[src/rtl/or_arb_pkg.sv]
// Shared types and defaults for the OR-cell arbiter family.
package or_arb_pkg;

  // Operation phases of a shared-cell arbiter.
  typedef enum logic [1:0] {
    IDLE   = 2'd0,
    SETTLE = 2'd1,
    DONE   = 2'd2
  } arb_state_e;

  localparam int DEF_N_REQ      = 4;
  localparam int DEF_SETTLE_CYC = 2;

  // Width of a counter that must be able to hold the value settle_cyc.
  function automatic int settle_width(input int settle_cyc);
    return (settle_cyc < 1) ? 1 : $clog2(settle_cyc + 1);
  endfunction

  localparam int SETTLE_W = settle_width(DEF_SETTLE_CYC);

endpackage

[src/rtl/rr_pick.sv]
// Combinational round-robin picker: first set request at or above ptr, wrapping.
module rr_pick #(
  parameter int N     = 4,
  parameter int IDX_W = (N > 1) ? $clog2(N) : 1
) (
  input  logic [N-1:0]     req_i,
  input  logic [IDX_W-1:0] ptr_i,
  output logic [N-1:0]     gnt_o,
  output logic [IDX_W-1:0] idx_o,
  output logic             valid_o
);

  logic             found;
  logic [IDX_W-1:0] k;

  // Walk the requesters starting at ptr and keep the first one that is asking.
  always_comb begin
    gnt_o   = '0;
    idx_o   = '0;
    valid_o = 1'b0;
    found   = 1'b0;
    k       = '0;
    for (int i = 0; i < N; i++) begin
      k = IDX_W'((int'(ptr_i) + i) % N);
      if (!found && req_i[k]) begin
        found    = 1'b1;
        valid_o  = 1'b1;
        gnt_o[k] = 1'b1;
        idx_o    = k;
      end
    end
  end

endmodule

[src/rtl/or_cell_arbiter.sv]
// Shares one 2-input OR cell between N_REQ requesters with round-robin grant,
// holds operands for SETTLE_CYC cycles, samples out1 and golden-checks it.
module or_cell_arbiter
  import or_arb_pkg::*;
#(
  parameter int N_REQ      = DEF_N_REQ,
  parameter int SETTLE_CYC = DEF_SETTLE_CYC
) (
  input  logic             clk,
  input  logic             rst_n,
  input  logic [N_REQ-1:0] req_i,
  input  logic [N_REQ-1:0] a_i,
  input  logic [N_REQ-1:0] b_i,
  output logic [N_REQ-1:0] gnt_o,
  output logic [N_REQ-1:0] done_o,
  output logic             res_o,
  output logic             busy_o,
  output logic             err_o,
  output logic             cell_in1_o,
  output logic             cell_in2_o,
  input  logic             cell_out1_i
);

  localparam int IDX_W = $clog2(N_REQ);
  localparam int CNT_W = settle_width(SETTLE_CYC);
  localparam logic [CNT_W-1:0] CNT_LAST = CNT_W'(SETTLE_CYC - 1);
  localparam logic [IDX_W-1:0] IDX_LAST = IDX_W'(N_REQ - 1);

  arb_state_e       state_q, state_d;
  logic [IDX_W-1:0] ptr_q, ptr_d;
  logic [IDX_W-1:0] idx_q, idx_d;
  logic [N_REQ-1:0] gnt_q, gnt_d;
  logic [N_REQ-1:0] done_q, done_d;
  logic [CNT_W-1:0] cnt_q, cnt_d;
  logic             in1_q, in1_d;
  logic             in2_q, in2_d;
  logic             res_q, res_d;
  logic             err_q, err_d;

  logic [N_REQ-1:0] pick_gnt;
  logic [IDX_W-1:0] pick_idx;
  logic             pick_valid;

  rr_pick #(
    .N     (N_REQ),
    .IDX_W (IDX_W)
  ) u_rr_pick (
    .req_i   (req_i),
    .ptr_i   (ptr_q),
    .gnt_o   (pick_gnt),
    .idx_o   (pick_idx),
    .valid_o (pick_valid)
  );

  // Next-state and datapath: grant in IDLE, count in SETTLE, report and rotate in DONE.
  always_comb begin
    state_d = state_q;
    ptr_d   = ptr_q;
    idx_d   = idx_q;
    gnt_d   = gnt_q;
    done_d  = '0;
    cnt_d   = cnt_q;
    in1_d   = in1_q;
    in2_d   = in2_q;
    res_d   = res_q;
    err_d   = err_q;
    case (state_q)
      IDLE: begin
        if (pick_valid) begin
          state_d = SETTLE;
          gnt_d   = pick_gnt;
          idx_d   = pick_idx;
          in1_d   = a_i[pick_idx];
          in2_d   = b_i[pick_idx];
          cnt_d   = '0;
        end else begin
          gnt_d = '0;
          in1_d = 1'b0;
          in2_d = 1'b0;
        end
      end
      SETTLE: begin
        cnt_d = cnt_q + CNT_W'(1);
        if (cnt_q == CNT_LAST) begin
          res_d   = cell_out1_i;
          done_d  = gnt_q;
          state_d = DONE;
        end
      end
      DONE: begin
        err_d   = err_q | (res_q != (in1_q | in2_q));
        ptr_d   = (idx_q == IDX_LAST) ? '0 : idx_q + IDX_W'(1);
        gnt_d   = '0;
        in1_d   = 1'b0;
        in2_d   = 1'b0;
        state_d = IDLE;
      end
      default: begin
        state_d = IDLE;
        gnt_d   = '0;
        in1_d   = 1'b0;
        in2_d   = 1'b0;
      end
    endcase
  end

  // State and datapath registers; reset aborts any operation in flight.
  always_ff @(posedge clk or negedge rst_n) begin
    if (!rst_n) begin
      state_q <= IDLE;
      ptr_q   <= '0;
      idx_q   <= '0;
      gnt_q   <= '0;
      done_q  <= '0;
      cnt_q   <= '0;
      in1_q   <= 1'b0;
      in2_q   <= 1'b0;
      res_q   <= 1'b0;
      err_q   <= 1'b0;
    end else begin
      state_q <= state_d;
      ptr_q   <= ptr_d;
      idx_q   <= idx_d;
      gnt_q   <= gnt_d;
      done_q  <= done_d;
      cnt_q   <= cnt_d;
      in1_q   <= in1_d;
      in2_q   <= in2_d;
      res_q   <= res_d;
      err_q   <= err_d;
    end
  end

  assign gnt_o      = gnt_q;
  assign done_o     = done_q;
  assign res_o      = res_q;
  assign err_o      = err_q;
  assign busy_o     = (state_q != IDLE);
  assign cell_in1_o = in1_q;
  assign cell_in2_o = in2_q;

endmodule

[config.mk]
export PLATFORM = sky130hd
export DESIGN_NAME = or_cell_arbiter
export DESIGN_NICKNAME = d
export VERILOG_FILES = /design/src/rtl/or_arb_pkg.sv /design/src/rtl/rr_pick.sv /design/src/rtl/or_cell_arbiter.sv
export SDC_FILE = /design/constraint.sdc
export NUM_CORES = 1
export LEC_CHECK = 0
export CAP_MARGIN = 40
export CORE_UTILIZATION = 50
export CTS_BUF_LIST = sky130_fd_sc_hd__clkbuf_16
export CTS_CLUSTER_SIZE = 24
export DETAILED_ROUTE_END_ITERATION = 16
export HOLD_SLACK_MARGIN = 0.03
export PLACE_DENSITY_LB_ADDON = 0.2
export REMOVE_ABC_BUFFERS = 1
export SYNTH_ARGS = -nofsm -noshare
export SYNTH_HDL_FRONTEND = slang
export SYNTH_HIERARCHICAL = 1
export SYNTH_SLANG_ARGS = --single-unit
[constraint.sdc]
create_clock -name clk -period 3.58 [get_ports clk]
set_clock_uncertainty 0.15 [all_clocks]
set_input_delay 0.537 -clock clk [delete_from_list [all_inputs] [get_ports clk]]
set_output_delay 0.537 -clock clk [all_outputs]
set_load 0.02 [all_outputs]
==> impl_results.md, run 1 <==
* Clock Path Buffers at 2
* Crit path capture type: flop
* Commonest non-fill, non-tap cells in the layout: clkdlybuf4s50_1 (27), dfrtp_1 (20), inv_1 (8), a22oi_1 (8), ha_1 (7)
* Drt drc at 0
* P per Cell Area at 929.4 nW/um2
* Detailed Route Iter0 Violations at 25
* CTS tree: yes
* Slew at the pin closest to its max-slew limit at 0.5901 ns
* Seq cells post-synth at 20
* Clock latency on the worst-skew pair at 0.25 ns
* Vias in the first global route at 935
* Number of flops mapped to enable cells by yosys at 0
* YS warnings at 6
* Mapped Area at 1269 um2
* Max IR drop VDD at 0.0005318 V
* Most used flip-flop cell after synthesis: dfrtp_1
* Worst Path Required at 3.56 ns
* Core Region at 2297 um2
* Fin. max-slew vios at 0
* NumNets Final at 155
* P_leak at 0.7260 nW
* Overall die height at 52.37 um
* Max_slew headroom at 60.32%
* CP Data Arrival Time at 3.15 ns
* Post-synth ARST share at 100.0%
* Antenna Nets Post-Route at 0
* CTS buffer count at 3
* Via count at 942
* Cells after Synth at 103
* Diodes inserted at 0
* Status: finished, final reports clean
* Postcts setup bufs at 0
* DP Area at 1565 um2
* Syn_area_per_cell at 12.32 um2
* Register area share after synthesis at 39.45%
* Period utilisation layout at 88.37%
* Area share of the largest cell type after synthesis at 39.45%
* Crit path launch type: primary input
* # port buffers at 27
* Largest net degree at the start of global routing at 15
* Fillers at 177
* Starting Density at 55.23%
* RSZ-0062 raised after global routing: no
* Root buffer cell: clkbuf_16
* Pre-Repair DR Iteration Count at 4
* Io pins at 28
* Grt total ovfl at 0
* Finish-stage setup viols at 0
* Initial antenna violation count at 0
* Hold_buf cts at 0
* Clk slew on worst S/H paths at 0.05 ns
* GPL Wtd Cong at 0.8214
* Routed WL at 2559 um
* Fraction of layout instances using a drive strength above 1 at 16.67%
* Synth area leaders: dfrtp_1 (39%), ha_1 (6.9%), mux4_1 (6.2%), mux2_2 (5.3%), mux4_2 (5.3%)
* Min-delay worst type: flop to flop
* Max FO, Critical Path at 13
* Chip width at 52.37 um
* Peak Freq at 316.1 MHz
* Total clock sinks at 20
* First-pass GRT wire length at 4222 um
* Period minus WS final at 3.164 ns
* Unique masters post-synth at 35
* Max-cap violations at 0
* Fin Setup TNS at 0 ns
* Final Hold Viols at 0
* Post-detail-place hpwl at 1969 um
* Post-route cell area at 1644 um2
* Vias per Instance at 5.888
* Gr usage total at 21.88%
* Post-cts resize count at 0
* WL per Instance at 15.99 um
* Synth area leader: dfrtp_1
* Most common cell after layout, fill and taps aside: clkdlybuf4s50_1
* CTS H-tree lvls at 1
* Die area at 2743 um2
* Area grow syn2layout at 29.59%
* Row count at 17
* CP Class: primary input to flop
routing by layer:
| metal | global-route usage (%) | share of wire (%) |
|---|---|---|
| met2 | 38.40 | 53 |
| met4 | 9.211 | 1.0 |
| met1 | 26.15 | 43 |
| met5 | 0 | 0 |
| met3 | 3.478 | 3.2 |
synth_stat cells, drive strengths merged (2+ instances only):
cell type and n:
buf 3, inv 8, mux2 8, a22oi 8
dfrtp 20, nor3 2, nand2b 2, and3 4
ha 7, o21ai 5, nor2 3, o31ai 3
a22o 6, mux4 6
final timing paths:
| check | start | end | slack (ns) | cells past startpoint |
|---|---|---|---|---|
| worst max-delay path | req_i[2] | cell_in2_o | 0.42 | 5 |
| worst min-delay path | err_o | err_o | 0.33 | 2 |
| worst max register to register | ptr_q[1] | cell_in2_o | 0.45 | 8 |
| worst min register to register | err_o | err_o | 0.33 | 2 |
| max in group asynchronous | rst_n | cnt_q[1] | 2.45 | 2 |
| min in group asynchronous | rst_n | gnt_o[1] | 0.42 | 1 |
where the power goes:
part           internal (mW)  total [mW]  switching (mW)  leakage, nW
sequential             0.312       0.409          0.0972        0.254
clock                  0.148       0.225          0.0762       0.0385
combinational          0.459       0.894           0.435        0.433
logic make-up after synthesis:
group | share of synthesized area [%]
muxes | 20.02
and+or+nand+nor | 11.93
AOI/OAI and AO/OA | 16.86
adders and majority gates | 6.903
buffers and inverters | 4.832
DFF | 39.45
critical path, cell delays in order:
cell,delay (ns)
clkdlybuf4s50_1,0.47
mux4_1,0.74
o31ai_1,0.61
mux4_2,0.58
a22o_1,0.21
final cells by class:
type | instances | area (um2) | share of cell area (%)
multi-input combinational | 71 | 706.9 | 43.00
sequential | 20 | 500.5 | 30.44
timing repair buffer | 29 | 292.8 | 17.81
clock buffer | 3 | 75.07 | 4.566
tap | 28 | 35.03 | 2.131
inverter | 8 | 30.03 | 1.826
clock inverter | 1 | 3.754 | 0.2283
sequential cells by signal (all words and copies together), names as in the netlist:
| signal | count |
|---|---|
| done_o | 4 |
| gnt_o | 4 |
| cnt_q | 2 |
| idx_q | 2 |
| ptr_q | 2 |
| state_q | 2 |
| cell_in1_o | 1 |
| cell_in2_o | 1 |
| err_o | 1 |
| res_o | 1 |
through the flow:
step	cells	hold slack [ns]	setup slack [ns]	total power, mW	utilization (%)
6_report	160	0.3275	0.4163	1.528	71.57
5_1_grt	160	0.3567	0.2712	1.645	71.57
4_1_cts	160	0.3261	0.4284	1.530	71.57
3_5_place_dp	156	0.3129	0.1919	1.297	68.14
3_3_place_gp	155	0.3013	0.2624	1.258	67.48
2_1_floorplan	99	0.09141	0.6225	1.047	-
No activity file was read; power rests on OpenSTA's default activity.
==> run 2, diff against run 1 <==
Settings changed: CORE_UTILIZATION 50 to 30, SKIP_LAST_GASP from default to 1.
==> run 2 against run 1 <==
Effect of this change:
- sequential cell count stayed put
- core utilization down 30 points
- critical path depth increased by 2
- first-iteration DRC count increased by 60%
- wire length is 2.8% higher
- hold slack better by 0.012 ns
- worst setup slack improved by 0.053 ns
- clock power barely moved
- total power is essentially flat
- critical endpoint is now cell_in1_o
==> impl_results.md, run 2 (synthesized netlist as in run 1, its figures left out) <==
* Grt total ovfl at 0
* Slew at the pin closest to its max-slew limit at 0.5624 ns
* Flop2flop setup slack at 0.48 ns
* P per Cell Area at 912.5 nW/um2
* Most common cell after layout, fill and taps aside: clkdlybuf4s50_1
* Final Hold Viols at 0
* Fillers at 390
* Clock latency on the worst-skew pair at 0.25 ns
* Max_slew headroom at 62.19%
* Gr usage total at 13.41%
* CTS tree: yes
* Worst Path Required at 3.57 ns
* Crit path capture type: flop
* Core Region at 4029 um2
* Via count at 962
* Total clock sinks at 20
* Vias per Instance at 5.286
* CP Class: primary input to flop
* Clk slew on worst S/H paths at 0.05 ns
* Die area at 4493 um2
* Drt drc at 0
* Postcts setup bufs at 0
* Status: finished, final reports clean
* Fin worst setup slack at 0.4689 ns
* Post-route cell area at 1675 um2
* GPL Wtd Cong at 0.7379
* Vias in the first global route at 940
* Max-cap violations at 0
* Multi-input logic area at 706.9 um2
* WL per Instance at 14.45 um
* # port buffers at 27
* Post-detail-place hpwl at 2072 um
* Period utilisation layout at 86.90%
* Register area at 500.5 um2
* CTS H-tree lvls at 1
* Detailed Route Iter0 Violations at 40
* Root buffer cell: clkbuf_16
* CTS buffer count at 3
* Max IR drop VDD at 0.0003566 V
* Fin. max-slew vios at 0
* Starting Density at 31.49%
* Io pins at 28
* Diodes inserted at 0
* Fraction of layout instances using a drive strength above 1 at 17.42%
* CP max stage delay at 0.64 ns
* Pre-Repair DR Iteration Count at 4
* Row count at 23
* DP Area at 1600 um2
* Initial antenna violation count at 0
* Overall die height at 67.03 um
* Peak Freq at 321.4 MHz
* Commonest non-fill, non-tap cells in the layout: clkdlybuf4s50_1 (27), dfrtp_1 (20), inv_1 (8), a22oi_1 (8), ha_1 (7)
* First-pass GRT wire length at 4416 um
* Worst path slowest cell: mux4_1
* NumNets Final at 156
* Hold_buf cts at 0
* Period minus WS final at 3.111 ns
* Min-delay worst type: flop to flop
* Clock Path Buffers at 2
* Post-cts resize count at 0
* RSZ-0062 raised after global routing: no
* CP Data Arrival Time at 3.10 ns
* Finish-stage setup viols at 0
* Routed WL at 2630 um
* P_leak at 0.7292 nW
* Largest net degree at the start of global routing at 14
* Area grow syn2layout at 32.05%
* Crit-path cells: clkdlybuf4s50_1, mux4_1, inv_1, a21oi_1, o31ai_1, mux4_2, a22o_1
* Setup WS pre-CTS at 0.1954 ns
* Chip width at 67.03 um
* Max FO, Critical Path at 6
* Fin Setup TNS at 0 ns
* Crit path launch type: primary input
* Antenna Nets Post-Route at 0
run 2: changes by cell type in the layout (fill, tap and decap cells not counted), sizes merged:
cell / previous run / this run
buf: 2 / 3
clkinv: 1 / 0
run 2: final timing paths:
path / start / to / cells after the start
worst min-delay path: err_o / err_o / 2
worst max-delay path: req_i[3] / cell_in1_o / 7
max in group asynchronous: rst_n / idx_q[1] / 2
min in group asynchronous: rst_n / gnt_o[2] / 1
worst max register to register: ptr_q[1] / cell_in1_o / 8
worst min register to register: err_o / err_o / 2
run 2: power by group:
group	switching [mW]	total, mW	leakage [nW]	internal (mW)
Sequential	0.0956	0.408	0.254	0.312
Combinational	0.434	0.899	0.438	0.465
Clock	0.0754	0.223	0.0370	0.147
Total	0.605	1.53	0.729	0.924
run 2: metrics by stage:
stage	total power, mW	instances	hold slack, ns	util (%)
finish	1.529	182	0.3394	41.58
global route	1.658	182	0.3762	41.58
CTS	1.541	182	0.3503	41.58
global placement	1.276	178	0.3048	39.35
floorplan	1.047	99	0.09141	-
detailed placement	1.313	179	0.3377	39.72
run 2: metal layers:
metal | wire length, um | track usage (%) | vias up
li1 | - | - | 457
met1 | 1164 | 16.44 | 476
met2 | 1327 | 21.88 | 24
met3 | 73 | 2.568 | 5
met4 | 65 | 7.181 | 0
met5 | 0 | 0 | -
run 2: area by class of cell:
cell class,instances,share of cell area (%)
well taps,50,3.734
multi-input cells,71,42.20
flip-flops and latches,20,29.87
repair buffers,30,17.92
clock buffers,3,4.481
inverters,8,1.792
run 2: worst max-delay path: cells and delay by family:
kind | cells | cell delay, ns
AO/OA/AOI/OAI | 3 | 0.75
buffers and inverters | 2 | 0.59
multiplexers | 2 | 1.22
==> run 3, diff against run 2 <==
Settings changed: CTS_CLUSTER_DIAMETER from default to 30, SKIP_CTS_REPAIR_TIMING from default to 1.
==> results of run 3 <==
Same layout as run 2: the final DEF is identical, and so are final timing and power.
